File: src/rtl/a2d_arb_pkg.sv
// Shared types for the A2D arbiter.
//   NUM_REQ : number of requesters sharing the converter
//   state_t : arbiter FSM states
//   chnl_t  : 3-bit A2D channel number
//   idx_t   : requester index (0..NUM_REQ-1)
package a2d_arb_pkg;

    localparam int NUM_REQ = 3;

    typedef logic [2:0] chnl_t;
    typedef logic [1:0] idx_t;

    typedef enum logic [1:0] {
        IDLE,
        START,
        WAIT,
        DONE
    } state_t;

endpackage

File: src/rtl/a2d_arb_rr_pick.sv
// Combinational round-robin picker.
//   req      : per-requester request bits
//   last_gnt : requester served most recently
//   gnt      : winning requester index (0 when vld is low)
//   vld      : at least one request is pending
module rr_pick
    import a2d_arb_pkg::*;
(
    input  logic [NUM_REQ-1:0] req,
    input  idx_t               last_gnt,
    output idx_t               gnt,
    output logic               vld
);

    // Walk the ring from farthest (last_gnt itself) to nearest
    // (last_gnt+1); the last hit written is the nearest, so it wins.
    always_comb begin
        gnt = '0;
        vld = 1'b0;
        for (int k = NUM_REQ; k >= 1; k--) begin
            if (req[(int'(last_gnt) + k) % NUM_REQ]) begin
                gnt = idx_t'((int'(last_gnt) + k) % NUM_REQ);
                vld = 1'b1;
            end
        end
    end

endmodule

File: src/rtl/a2d_arb.sv
// Arbiter sharing one A2D converter between three requesters
// (IR scan, battery, aux). Round-robin grant, one conversion per grant,
// with a timeout in case the converter never completes.
//   clk, rst       : clock, synchronous active-high reset
//   req            : per-requester conversion request
//   chnnl0..2      : channel each requester wants
//   cnv_cmplt, res : completion pulse and result from the converter
//   strt_cnv, chnnl: start pulse and channel to the converter
//   done           : one-hot completion pulse to the granted requester
//   res_out        : last captured result (held)
//   busy           : arbiter not idle
//   tmo            : grant ended by timeout (coincides with done)
module a2d_arb
    import a2d_arb_pkg::*;
#(
    parameter int TMO_CYC = 4096
) (
    input  logic               clk,
    input  logic               rst,
    input  logic [NUM_REQ-1:0] req,
    input  chnl_t              chnnl0,
    input  chnl_t              chnnl1,
    input  chnl_t              chnnl2,
    input  logic               cnv_cmplt,
    input  logic [11:0]        res,
    output logic               strt_cnv,
    output chnl_t              chnnl,
    output logic [NUM_REQ-1:0] done,
    output logic [11:0]        res_out,
    output logic               busy,
    output logic               tmo
);

    localparam int              CW       = (TMO_CYC > 1) ? $clog2(TMO_CYC) : 1;
    localparam logic [CW-1:0]   TMO_LAST = CW'(TMO_CYC - 1);

    state_t        state;
    idx_t          gnt;
    idx_t          last_gnt;
    idx_t          pick_gnt;
    logic          pick_vld;
    chnl_t         pick_ch;
    logic [CW-1:0] cnt;
    logic          flag;

    rr_pick u_pick (
        .req      (req),
        .last_gnt (last_gnt),
        .gnt      (pick_gnt),
        .vld      (pick_vld)
    );

    always_comb begin
        pick_ch = chnnl0;
        case (pick_gnt)
            2'd1:    pick_ch = chnnl1;
            2'd2:    pick_ch = chnnl2;
            default: pick_ch = chnnl0;
        endcase
    end

    always_ff @(posedge clk) begin
        if (rst) begin
            state    <= IDLE;
            gnt      <= '0;
            last_gnt <= 2'd2;   // requester 0 is first after reset
            chnnl    <= '0;
            res_out  <= '0;
            cnt      <= '0;
            flag     <= 1'b0;
        end else begin
            case (state)
                IDLE: begin
                    // chnnl only moves here, so it is stable START..DONE
                    if (pick_vld) begin
                        gnt   <= pick_gnt;
                        chnnl <= pick_ch;
                        state <= START;
                    end
                end
                START: begin
                    cnt   <= '0;
                    flag  <= 1'b0;
                    state <= WAIT;
                end
                WAIT: begin
                    // completion beats a coincident timeout
                    if (cnv_cmplt) begin
                        res_out <= res;
                        state   <= DONE;
                    end else if (cnt == TMO_LAST) begin
                        flag  <= 1'b1;
                        state <= DONE;
                    end else begin
                        cnt <= cnt + 1'b1;
                    end
                end
                DONE: begin
                    last_gnt <= gnt;
                    state    <= IDLE;
                end
                default: state <= IDLE;
            endcase
        end
    end

    // Moore outputs decoded from registered state
    assign strt_cnv = (state == START);
    assign done     = (state == DONE) ? (3'b001 << gnt) : '0;
    assign tmo      = (state == DONE) && flag;
    assign busy     = (state != IDLE);

endmodule

File: config.mk
export PLATFORM = sky130hd
export DESIGN_NAME = a2d_arb
export DESIGN_NICKNAME = d
export VERILOG_FILES = /design/src/rtl/a2d_arb_pkg.sv /design/src/rtl/a2d_arb_rr_pick.sv /design/src/rtl/a2d_arb.sv
export SDC_FILE = /design/constraint.sdc
export NUM_CORES = 1
export LEC_CHECK = 0
export ABC_AREA = 1
export BUFFER_PORTS_ARGS = -buffer_cell sky130_fd_sc_hd__buf_2
export CAP_MARGIN = 15
export CORE_ASPECT_RATIO = 1.75
export CORE_MARGIN = 2
export CORE_UTILIZATION = 41
export CTS_BUF_LIST = sky130_fd_sc_hd__clkbuf_8
export DETAILED_ROUTE_END_ITERATION = 7
export GPL_ROUTABILITY_DRIVEN = 0
export HOLD_SLACK_MARGIN = 0.06
export SLEW_MARGIN = 20
export SYNTH_ARGS = -nofsm -noshare
export SYNTH_HDL_FRONTEND = slang
export SYNTH_SLANG_ARGS = --single-unit
File: constraint.sdc
create_clock -name clk -period 3.95 [get_ports clk]
set_input_delay 0.1975 -clock clk [delete_from_list [all_inputs] [get_ports clk]]
set_output_delay 0.1975 -clock clk [all_outputs]
set_load 0.005 [all_outputs]
After elaboration in Yosys (flattened, before gate mapping)

Cells that the tools add are included.

Register bits: 34
Input port bits: 27
Output and inout port bits: 21
Logic and storage cells: 65

$add $sub $neg: 4
Divide/modulo/power cells: 3
Magnitude comparators: 3
Equality and inequality tests: 11
Shift operators: 1
Muxes and demuxes: 27
Reduce and logical (&&, ||, !) cells: 9

Operators by type and width:

| operator                | count |
|---|---|
| $lt A32 B4 Y1 const B   | 3 |
| $mod A32 B3 Y32 const B | 3 |
| $mux W12                | 2 |
| $pmux W12 S2            | 1 |
| $add A12 B1 Y12 const B | 1 |
| $eq A12 B12 Y1 const B  | 1 |
| $mux W2                 | 6 |
| $mux W1                 | 11 |
| $ne A2 B2 Y1 const B    | 4 |
| $pmux W2 S4             | 1 |
| $add A2 B2 Y3 const B   | 2 |
| $bmux W1 S2             | 3 |
| $eq A2 B2 Y1 const B    | 3 |
| $pmux W3 S2             | 1 |
| $reduce_and A2 Y1       | 3 |
| $reduce_and A3 Y1       | 2 |
| $eq A2 B1 Y1 const B    | 2 |
| $reduce_bool A2 Y1      | 2 |
| $add A2 B1 Y3 const B   | 1 |
| $mux W3                 | 1 |
| $ne A3 B3 Y1 const B    | 1 |
| $shl A1 B2 Y3 const A   | 1 |
| $logic_not A2 Y1        | 1 |
| $pmux W1 S2             | 1 |
| $logic_and A1 B1 Y1     | 1 |

Depth between registers and ports, before layout

Depth in word-level cells: 10
Mapped depth: 17
Gate-level depth less buffers: 17

Cells and area by module

Synthesis repeated with hierarchy kept, for this count alone.

Cells, all modules: 299
Area, all modules: 1999.4 um^2

By module, submodules not included:

| module  | times used | cells each | area an instance (um^2) | seq. area each (um^2) |
|---|---|---|---|---|
| a2d_arb | 1          | 258        | 1781.7                  | 680.7 |
| rr_pick | 1          | 41         | 217.7                   | 0.0 |

Worst setup path before layout

Ideal clock, no wire load.

Path kind: reg-to-reg
From: reg last_gnt[0]
To: reg chnnl[0]
Setup time: 116 ps
Arrival time: 1943 ps
Required time: 3834 ps
Slack: 1891 ps
Cell stages (with the launch flop): 17
Path buffers: 0
Clock period less this slack: 2059 ps
Path through: dfxtp_1 > inv_1 > ha_1 > inv_1 > nand2_1 > nand2_1 > nand2_1 > nand2_1 > nand3_1 > nand2_1 > inv_1 > ha_1 > inv_1 > nand2_1 > nand2_1 > o21ai_0 > nor2_1

Word-level cells in the longest chain between the ends: 10
Elaborated cells on any way between the ends: 25
Classes of those cells: add/sub: 3; div: 3; eq/ne: 2; mux: 16; reduce/logical: 1

Ends and longest elaborated chain:

| item                                         | line                                         | RTL |
|---|---|---|
| from (decl)                                  | a2d_arb.sv:39                                | `idx_t last_gnt;` |
| from (signal assigned)                       | a2d_arb.sv:99                                | `last_gnt <= gnt;` |
| $add A2 B2 Y3                                | a2d_arb_rr_pick.sv:21, a2d_arb_rr_pick.sv:22 |  |
| $mod A32 B3 Y32                              | a2d_arb_rr_pick.sv:21, a2d_arb_rr_pick.sv:22 |  |
| $bmux W1 S2                                  | a2d_arb_rr_pick.sv:21                        | `if (req[(int'(last_gnt) + k) % NUM_REQ]) begin` |
| $mux W1 (not written as such) (2 in series)  | a2d_arb_rr_pick.sv:21                        |  |
| $mux W2 (2 in series)                        | a2d_arb_rr_pick.sv:21                        |  |
| $mux W2 (*)                                  | a2d_arb_rr_pick.sv:21                        |  |
| named net pick_gnt[0]                        | a2d_arb.sv:40                                | `idx_t pick_gnt;` |
| $eq A2 B2 Y1 or $eq A2 B1 Y1 (tied branches) | a2d_arb.sv:55                                | `case (pick_gnt)` |
| $pmux W3 S2 (*)                              | a2d_arb.sv:55                                |  |
| to (signal assigned)                         | a2d_arb.sv:77                                | `chnnl <= pick_ch;` |
| to (decl)                                    | a2d_arb.sv:27                                | `output chnl_t chnnl,` |

The timed path passes the listed nets; every way through them passes the cells marked *. The select of a mux whose other input is x is not followed.
A chain may end at the register's enable or synchronous reset.

Final worst setup path

Ends and elaborated chain as after synthesis.

==> flow_metrics.env <==
export IMPL_status="complete, no violations"
export IMPL_cts_hold_buf=0
export IMPL_synth_nets=339
export IMPL_crit_type="register to register"
export IMPL_drc=0
export IMPL_synthToLayoutAreaGrowth_pct=20.0
export IMPL_cp_common_cell="nand2_1"
export IMPL_ctsResizeCount=0
export IMPL_cp_arrival_ps=2480
export IMPL_num_rows=33
export IMPL_yosys_area_top_type="dfxtp_1"
export IMPL_h_tree_depth=2
export IMPL_hold_ws_ps=154
export IMPL_drive_gt1_share_pct=18.1
export IMPL_synth_flop_cell="dfxtp_1"
export IMPL_cts_setup_buffers=0
export IMPL_vdd_ir_drop_max_mv=0.339
export IMPL_drt_first_pass_iters=5
export IMPL_slowest_delay_ps=380
export IMPL_clk_latency_ps=290
export IMPL_synth_area_sq_um=1960
export IMPL_grt_pass1_vias=1779
export IMPL_numClockSinks=34
export IMPL_cts_tree="built"
export IMPL_nets=385
export IMPL_drv_slew=0
export IMPL_critPathBufInv=3
export IMPL_routedWlPerCell_um=11.3
export IMPL_dieArea_sq_um=5380
export IMPL_cts_buffers=5
export IMPL_dpl_hpwl_mm=3.40
export IMPL_ys_top_cells_by_count="70 x nand2_1, 57 x nor2_1, 40 x inv_1"
export IMPL_die_y_um=95.5
export IMPL_yosysSeqAreaShare_pct=34.7
export IMPL_fin_cells=400
export IMPL_maxCapViolCount=0
export IMPL_cts_root_buf="clkbuf_8"
export IMPL_worstMarginPinSlew_ps=715
export IMPL_crit_path_end_kind="register"
export IMPL_antenna_found_initial=0
export IMPL_period_share_pct=57.8
export IMPL_io_buffer_count=47
export IMPL_netlist_cell_type_count=26
export IMPL_holdCritPathClass="input pin to register"
export IMPL_critical_path_cell_chain="inv_1 > ha_1 > inv_1 > nand2_1 > nand2_1 > nand2_1 > nand2_1 > nand3_1 > nand2_1 > inv_1 > ha_1 > a22o_1 > nand2_1 > nand2_1 > o21ai_0 > nor2_1"
export IMPL_seq_area_sq_um=681
export IMPL_synth_edf_count=0
export IMPL_num_fill_cells=494
export IMPL_grt_pass1_wl_mm=7.63
export IMPL_cts_clk_slew_worst_paths_ps=80
export IMPL_grt_max_degree=26
export IMPL_fin_crit_ps=2280
export IMPL_routed_via_count=1931
export IMPL_die_w_um=56.3
export IMPL_syn_avg_cell_area_sq_um=6.52
export IMPL_finalSetupViolCount=0
export IMPL_ant_nets=0
export IMPL_path_delay_family="simple AND/OR/NAND/NOR gates"
export IMPL_rsz0062_at_grt="false"
export IMPL_grt_ovfl_total=0
export IMPL_worstPathRequired_ps=4140
export IMPL_fmax_mhz=438
export IMPL_synth_async_sr_flop_share_pct=0
export IMPL_yosys_warnings=0
export IMPL_yosysMostFrequentCell="nand2_1"
export IMPL_syn_inst=301
export IMPL_clock_skew_ps=6.92
export IMPL_io_pins=48
export IMPL_critPathSlowestCell="dfxtp_1"
export IMPL_setup_tns_ps=0
export IMPL_diodes=0
export IMPL_cts_buffer_depth=2
export IMPL_grtUsageTotal_pct=18.1
export IMPL_netlist_area_leader_share_pct=34.7
export IMPL_drtIter0Drc=77
export IMPL_multi_input_area_sq_um=1080
export IMPL_fp_coreArea_sq_um=4670
export IMPL_final_hold_viol_count=0
export IMPL_via_per_inst=4.83
export IMPL_routed_wl_mm=4.53
export IMPL_synthTopCellsByArea="dfxtp_1 35%, nand2_1 13%, nor2_1 11%"
export IMPL_crit_fanout=5
export IMPL_dp_cells=392
export IMPL_start_kind="register"
export IMPL_power_leakage_nw=1.17
export IMPL_power_per_cell_area_nw_per_um2=572
export IMPL_ys_ff_latch=34
export IMPL_start_util_pct=42.0
export IMPL_max_slew_margin_pct=52.3
[sequential cells by signal, summed over array words and instances, names as in the netlist]
name	count
gnt	2
flag	1
res_out	12
cnt	12
chnnl	3
last_gnt	2
state	2
[final timing paths]
check	start	depth (start not counted)	slack, ps	end
setup / recovery	last_gnt[0]	16	1670	chnnl[0]
hold / removal	res[3]	3	150	res_out[3]
setup reg to reg	last_gnt[0]	16	1670	chnnl[0]
hold reg to reg	flag	2	470	flag
[cell families after synthesis]
kind of cell / share of synthesized area [%]
AOI/OAI and AO/OA: 11.4
xor gates and xnor gates: 0.893
adders and majority gates: 7.02
buffers and inverters: 10.4
DFF: 34.7
and+or+nand+nor: 35.6
[per-stage QoR]
stage | cell area (sq um) | util [%] | setup slack (ps) | total power [W]
2_1_floorplan | 1960 | - | 1890 | 0.000831
3_3_place_gp | 2220 | 47.5 | 1750 | 0.000967
3_5_place_dp | 2220 | 47.5 | 1670 | 0.000969
4_1_cts | 2350 | 50.4 | 1670 | 0.00137
5_1_grt | 2350 | 50.4 | 1370 | 0.00146
6_report | 2350 | 50.4 | 1670 | 0.00135
[tightest hold or removal path, delay by kind of cell]
family	cells	cell delay, ps
AO/OA/AOI/OAI	1	70
AND/OR/NAND/NOR	1	70
buffers and inverters	1	70
[area by class of cell]
| cell class | instances | area share (%) |
|---|---|---|
| clock buffer | 5 | 2.92 |
| clock inverter | 3 | 2.92 |
| inverter | 42 | 6.70 |
| multi-input combinational | 217 | 45.8 |
| sequential | 34 | 28.9 |
| tap | 52 | 2.76 |
| timing repair buffer | 47 | 9.99 |
[report_power, final]
group / leakage (nW) / total (W) / switching, W / internal, W
Combinational: 0.824 / 0.000479 / 0.000300 / 0.000178
Clock: 0.0683 / 0.000393 / 0.000140 / 0.000253
Sequential: 0.277 / 0.000474 / 0.0000586 / 0.000416
Total: 1.17 / 0.00135 / 0.000499 / 0.000847
[layer usage]
metal / track usage (%) / vias to the layer above / part of all wire, %
li1: - / 1036 / -
met1: 19.4 / 849 / 40
met2: 34.1 / 40 / 54
met3: 3.66 / 6 / 4.1
met4: 7.14 / 0 / 1.7
met5: 0 / - / 0
[cells in the final DEF, fill, tap and decap left out, drive strengths merged]
cell type and instances:
a21oi 14, a22o 3, buf 47, bufinv 2, clkbuf 5, clkinv 1
dfxtp 34, ha 11, inv 42, nand2 72, nand3 25, nand3b 1
nand4 2, nor2 58, nor3 2, nor3b 2, o211ai 1, o21ai 24
xnor2 1, xor2 1
(Power assumes the default switching activity.)
